`src/rtl/bcd_countdown_timer_if.sv`:
```
// rtl/bcd_countdown_timer_if.sv - control/display bus between the front-panel stage and the countdown timer
interface bcd_countdown_timer_if;
    logic [3:0]  state;
    logic [23:0] loadBits;
    logic [23:0] currentBits;
    logic        tickPulse;
    logic        running;
    logic        alarm;

    modport master (
        output state,
        output loadBits,
        input  currentBits,
        input  tickPulse,
        input  running,
        input  alarm
    );

    modport slave (
        input  state,
        input  loadBits,
        output currentBits,
        output tickPulse,
        output running,
        output alarm
    );
endinterface

```
`src/rtl/bcd_countdown_timer.sv`:
```
// rtl/bcd_countdown_timer.sv - BCD hh:mm:ss countdown with one-second prescaler and sticky zero alarm
module bcd_countdown_timer #(
    parameter int TICK_DIV = 50_000_000
) (
    input  logic                      clk,
    input  logic                      resetN,
    bcd_countdown_timer_if.slave      bus
);

    localparam int PW = (TICK_DIV > 2) ? $clog2(TICK_DIV) : 1;
    localparam logic [PW-1:0] LAST_COUNT = PW'(TICK_DIV - 1);
    localparam logic [23:0] RESET_TIME = 24'h125959;

    typedef enum logic [1:0] {
        MODE_LOAD,
        MODE_RUN,
        MODE_HOLD
    } mode_t;

    mode_t          mode;
    logic [PW-1:0]  prescaler;
    logic [23:0]    currentReg;
    logic           tickReg;
    logic           runningReg;
    logic           alarmReg;
    logic [23:0]    clampedLoad;
    logic [23:0]    nextTime;
    logic           tickDue;

    // Digit limits first, then the 12-hour ceiling on the combined hour value.
    function automatic logic [23:0] clampTime(input logic [23:0] t);
        logic [3:0] ht, hu, mt, mu, st, su;
        ht = (t[23:20] > 4'd1) ? 4'd1 : t[23:20];
        hu = (t[19:16] > 4'd9) ? 4'd9 : t[19:16];
        mt = (t[15:12] > 4'd5) ? 4'd5 : t[15:12];
        mu = (t[11:8]  > 4'd9) ? 4'd9 : t[11:8];
        st = (t[7:4]   > 4'd5) ? 4'd5 : t[7:4];
        su = (t[3:0]   > 4'd9) ? 4'd9 : t[3:0];
        if (ht == 4'd1 && hu > 4'd2) begin
            hu = 4'd2;
        end
        return {ht, hu, mt, mu, st, su};
    endfunction

    // One-second BCD decrement; only called with a non-zero value so hours never underflow.
    function automatic logic [23:0] decrementTime(input logic [23:0] t);
        logic [3:0] ht, hu, mt, mu, st, su;
        {ht, hu, mt, mu, st, su} = t;
        if (su != 4'd0) begin
            su = su - 4'd1;
        end else begin
            su = 4'd9;
            if (st != 4'd0) begin
                st = st - 4'd1;
            end else begin
                st = 4'd5;
                if (mu != 4'd0) begin
                    mu = mu - 4'd1;
                end else begin
                    mu = 4'd9;
                    if (mt != 4'd0) begin
                        mt = mt - 4'd1;
                    end else begin
                        mt = 4'd5;
                        if (hu != 4'd0) begin
                            hu = hu - 4'd1;
                        end else begin
                            hu = 4'd9;
                            ht = ht - 4'd1;
                        end
                    end
                end
            end
        end
        return {ht, hu, mt, mu, st, su};
    endfunction

    always_comb begin
        mode = MODE_HOLD;
        case (bus.state)
            4'd0, 4'd1: mode = MODE_LOAD;
            4'd3:       mode = MODE_RUN;
            default:    mode = MODE_HOLD;
        endcase
    end

    assign clampedLoad = clampTime(bus.loadBits);
    assign nextTime    = decrementTime(currentReg);
    assign tickDue     = (prescaler == LAST_COUNT);

    always_ff @(posedge clk or negedge resetN) begin
        if (!resetN) begin
            currentReg <= RESET_TIME;
            prescaler  <= '0;
            tickReg    <= 1'b0;
            runningReg <= 1'b0;
            alarmReg   <= 1'b0;
        end else begin
            tickReg <= 1'b0;
            case (mode)
                MODE_LOAD: begin
                    currentReg <= clampedLoad;
                    prescaler  <= '0;
                    alarmReg   <= 1'b0;
                    runningReg <= 1'b0;
                end
                MODE_RUN: begin
                    if (alarmReg) begin
                        runningReg <= 1'b0;
                    end else if (!tickDue) begin
                        prescaler  <= prescaler + 1'b1;
                        runningReg <= 1'b1;
                    end else begin
                        prescaler <= '0;
                        if (currentReg == 24'h000000) begin
                            alarmReg   <= 1'b1;
                            runningReg <= 1'b0;
                        end else begin
                            currentReg <= nextTime;
                            tickReg    <= 1'b1;
                            alarmReg   <= (nextTime == 24'h000000);
                            runningReg <= (nextTime != 24'h000000);
                        end
                    end
                end
                default: begin
                    runningReg <= 1'b0;
                end
            endcase
        end
    end

    assign bus.currentBits = currentReg;
    assign bus.tickPulse   = tickReg;
    assign bus.running     = runningReg;
    assign bus.alarm       = alarmReg;

endmodule

```
`src/flat_wrapper.sv`:
```
// flat-port wrapper written by rule: the top's interface ports become plain ports
module bcd_countdown_timer_flat 
#(
    parameter int TICK_DIV = 50_000_000
)
  (clk, resetN, bus_state, bus_loadBits, bus_currentBits, bus_tickPulse, bus_running, bus_alarm);
  bcd_countdown_timer_if bus_i ();
  input  logic clk;
  input  logic resetN;
  input wire logic [$bits(bus_i.state)-1:0] bus_state;
  input wire logic [$bits(bus_i.loadBits)-1:0] bus_loadBits;
  output wire logic [$bits(bus_i.currentBits)-1:0] bus_currentBits;
  output wire logic [$bits(bus_i.tickPulse)-1:0] bus_tickPulse;
  output wire logic [$bits(bus_i.running)-1:0] bus_running;
  output wire logic [$bits(bus_i.alarm)-1:0] bus_alarm;
  assign bus_i.state = bus_state;
  assign bus_i.loadBits = bus_loadBits;
  assign bus_currentBits = bus_i.currentBits;
  assign bus_tickPulse = bus_i.tickPulse;
  assign bus_running = bus_i.running;
  assign bus_alarm = bus_i.alarm;
  bcd_countdown_timer #(.TICK_DIV(TICK_DIV)) u_core (.clk(clk), .resetN(resetN), .bus(bus_i));
endmodule
```
`config.mk`:
```
export PLATFORM = sky130hd
export DESIGN_NAME = bcd_countdown_timer_flat
export DESIGN_NICKNAME = d
export VERILOG_FILES = /design/src/rtl/bcd_countdown_timer_if.sv /design/src/rtl/bcd_countdown_timer.sv /design/src/flat_wrapper.sv
export SDC_FILE = /design/constraint.sdc
export NUM_CORES = 1
export LEC_CHECK = 0
export CAP_MARGIN = 20
export CORE_ASPECT_RATIO = 0.6
export CORE_UTILIZATION = 30
export CTS_CLUSTER_DIAMETER = 30
export CTS_CLUSTER_SIZE = 28
export DETAILED_ROUTE_END_ITERATION = 6
export PLACE_DENSITY_LB_ADDON = 0.25
export REMOVE_ABC_BUFFERS = 1
export SLEW_MARGIN = 5
export SYNTH_ARGS = -nofsm -noshare
export SYNTH_HDL_FRONTEND = slang
export SYNTH_SLANG_ARGS = --single-unit
```
`constraint.sdc`:
```
create_clock -name clk -period 2 [get_ports clk]
set_input_delay 0.2 -clock clk [delete_from_list [all_inputs] [get_ports clk]]
set_output_delay 0.2 -clock clk [all_outputs]
set_load 0.01 [all_outputs]
```
==> summary.md <==
| Metric | Value |
|---|---|
| Status | `finished, violations left` |
| Violated checks | `setup timing` |
| Grt total ovfl | `0` |
| Reg2Reg Depth | `6` |
| Total die area | `around 12000 um2` |
| Crit-path leading delay family | `simple AND/OR/NAND/NOR gates` |
| Max Slew Vio Count | `0` |
| RR Startpoint | `u_core.bus.currentBits[12]` |
| Crit path kind | `register to register` |
| Max VDD drop | `roughly 0.00036 V` |
| Largest net degree at the start of global routing | `25` |
| Number of DRC violations after detailed-routing iteration 0 | `342` |
| Tmin final | `around 2.2 ns` |
| Utilization after layout | `between 50% and 60%` |
| PnR worst setup slack | `-0.231 ns` |
| Register area | `between 1000 and 1500 um2` |
| CTS root buf | `clkbuf_16` |
| Detailed-route vias per instance | `between 5 and 6` |
| CTS Buf Count | `5` |
| Total number of vias | `3790` |
| Synth warn | `0` |
| Drt pass-1 iters | `7` |
| Final Skew | `between 0.004 and 0.005 ns` |
| Hpwl dp | `8910 um` |
| RSZ-0062 raised after global routing | `true` |
| Starting density of the core | `31.4%` |
| Overall power | `0.00284 W` |
| Slowest CP cell | `or4_4` |
| H-tree depth | `2` |
| Crit. End Element | `register` |
| CTS tree | `done` |
| Crit-path cells | `or4_4 -> or4_4 -> nor4_4 -> buf_4 -> o21ai_2 -> a22o_1` |
| Clk_lat worst skew | `0.29 ns` |
| Row count | `29` |
| Filler cells | `around 1000` |
| Vias in the first global route | `3484` |
| Async SR Flop Fraction | `100%` |
| # diodes | `0` |
| First-pass GRT wire length | `18500 um` |
| Die W | `roughly 140 um` |
| Yosys reg bits | `between 50 and 60` |
| Setup crit end | `u_core.bus.currentBits[21]` |
| ANT nets after route | `0` |
| Least-Margin Pin Slew | `0.665 ns` |
| Seq/Total Area, Yosys | `between 30% and 40%` |
| Post-layout nets | `just under 600` |
| Area Growth Syn to Fin | `59.6%` |
| Drt total wl | `12100 um` |
| Syn avg cell area | `roughly 8.7 um2` |
| Share of the synthesized area in the top cell type | `between 30% and 40%` |
| DRC | `0` |
| Port Buffers | `56` |
| Hold Crit Class | `input pin to async pin` |
| Post-Syn Instances | `between 300 and 400` |
| Worst flop-to-flop path endpoint | `u_core.bus.currentBits[21]` |
| Pwr per Cell Area | `527 nW/um2` |
| Synth area leader | `dfrtp_1` |
| IO Pins | `57` |
| Most used cell along the critical path | `or4_4` |
| Core area | `10700 um2` |
| Final hold vios | `0` |
| WL per Instance | `17.4 um` |
| Number of flops mapped to enable cells by yosys | `0` |
| Slowest cell delay on critical path | `0.53 ns` |
| Initial antenna violation count | `0` |
| F_max | `approximately 450 MHz` |
| Clock-pin slew of the registers on the worst-case setup and hold paths | `~0.070 ns` |
| Synth cell types | `64` |
| CTS sink cnt | `53` |
| Data arrival time of the critical path | `roughly 2.4 ns` |
| GPL Wtd Cong | `a little under 0.9` |
| Register-to-Register Setup Slack | `-0.23 ns` |
| Tot GR Track Use | `roughly a fifth` |
| Startpoint Class | `register` |
| Fin crit share | `112%` |
| CTS max path bufs | `2` |
| Synthesized cell area | `~3400 um2` |
| Post-Route Setup TNS | `-1.57 ns` |
| P_leak | `between 2 and 2.5 nW` |
| Chip height | `84.1 um` |
| Max cap viols | `0` |
| Critical path depth in cells | `6` |
| # setup viols final | `14` |
| CP required | `around 2.2 ns` |
| First element of the critical path | `u_core.bus.currentBits[12]` |
| Fraction of layout cells with a size suffix above 1 | `approximately a third` |
| Area contributors post-synth | `dfrtp_1, dfstp_2, nor2_1, nand2_1, xor2_1` |
| Multi-input gate area | `around 2200 um2` |
| Synth Flop Type | `dfrtp_1` |
| Pre-CTS setup slack | `-0.190 ns` |
| Worst path bufs/invs | `1` |
| Rel. slew slack | `between 50% and 60%` |
| Worst Path Max Fanout | `4` |
stage by stage:
stage / std cells / hold slack, ns / cell area, um2
after floorplan: 371 / -0.0956 / 3270
after global placement: 669 / 0.221 / 4810
after detailed placement: 669 / 0.236 / 4810
after CTS: 685 / 0.452 / 5130
after global routing: 696 / 0.486 / 5390
final: 696 / 0.436 / 5390
where the power goes:
| part | leakage, nW | total [W] | internal [W] | switching [W] |
|---|---|---|---|---|
| Clock | 0.0712 | 0.000908 | 0.000502 | 0.000406 |
| Sequential | 0.701 | 0.00120 | 0.00114 | 0.0000591 |
| Combinational | 1.55 | 0.000732 | 0.000375 | 0.000357 |
| Total | 2.33 | 0.00284 | 0.00202 | 0.000822 |
routing by layer:
layer / vias to the layer above / track usage [%] / routed length (um)
met5: - / 0 / 0
met3: 9 / 4.28 / 977
met1: 1827 / 32.5 / 6250
met2: 170 / 27.0 / 4800
met4: 0 / 3.64 / 80
li1: 1784 / - / -
synth_stat cells, types with 6 or more instances:
cell type / count
nor2_1: 48
o22ai_1: 7
dfstp_2: 10
nor3_1: 13
nand4_1: 11
nand3_1: 15
inv_1: 6
and3_1: 15
nand2_1: 42
clkbuf_1: 8
nor4_1: 9
dfrtp_1: 43
xor2_1: 14
a21oi_1: 17
o21ai_0: 24
a31oi_1: 12
state kept, by name (all words and copies together) (netlist names):
| register | cells |
|---|---|
| u_core.bus.running | 1 |
| u_core.bus.currentBits | 24 |
| u_core.bus.tickPulse | 1 |
| u_core.prescaler | 26 |
| u_core.bus.alarm | 1 |
kinds of logic (layout without fill, tap and decap cells):
kind of cell,count (synthesis),after routing,share of synthesized area (%)
AO/OA/AOI/OAI,94,94,17.7
XOR/XNOR,19,19,4.93
buffers and inverters,22,192,3.60
AND/OR/NAND/NOR,196,196,33.0
flip-flops,53,53,39.7
adder cells (fa/ha/maj),3,3,1.11
cells in the final DEF, fill, tap and decap left out, drive strengths merged, types with 8 or more instances in the layout:
| cell | n |
|---|---|
| a21oi | 17 |
| a31oi | 12 |
| and3 | 16 |
| buf | 122 |
| clkbuf | 8 |
| clkdlybuf4s50 | 55 |
| dfrtp | 43 |
| dfstp | 10 |
| nand2 | 42 |
| nand3 | 16 |
| nand4 | 12 |
| nor2 | 48 |
| nor3 | 14 |
| nor4 | 13 |
| o21ai | 30 |
| xor2 | 14 |
how the worst min path moves through the flow:
stage	from	endpoint	slack [ns]
after floorplan	resetN	u_core.bus.alarm	-0.1
final	resetN	u_core.prescaler[22]	0.44
after detailed placement	resetN	u_core.prescaler[23]	0.24
after global routing	resetN	u_core.prescaler[23]	0.49
after CTS	resetN	u_core.prescaler[23]	0.45
after global placement	resetN	u_core.prescaler[23]	0.22
final cells by class:
class	instances	area share, %
Inverter	6	0.418
Sequential cell	53	24.9
Multi-Input combinational cell	312	39.9
Tap cell	139	3.23
Clock buffer	8	2.72
Timing Repair Buffer	178	28.8
timing repair:
item	in CTS	in global routing
setup endpoints to repair	22	50
cloned	0	2
setup buffers	7	11
resized for setup	19	55
hold endpoints to repair	19	0
hold buffers	1	0
pin swaps	8	19
Note: power is estimated with default switching activity, not from simulation.
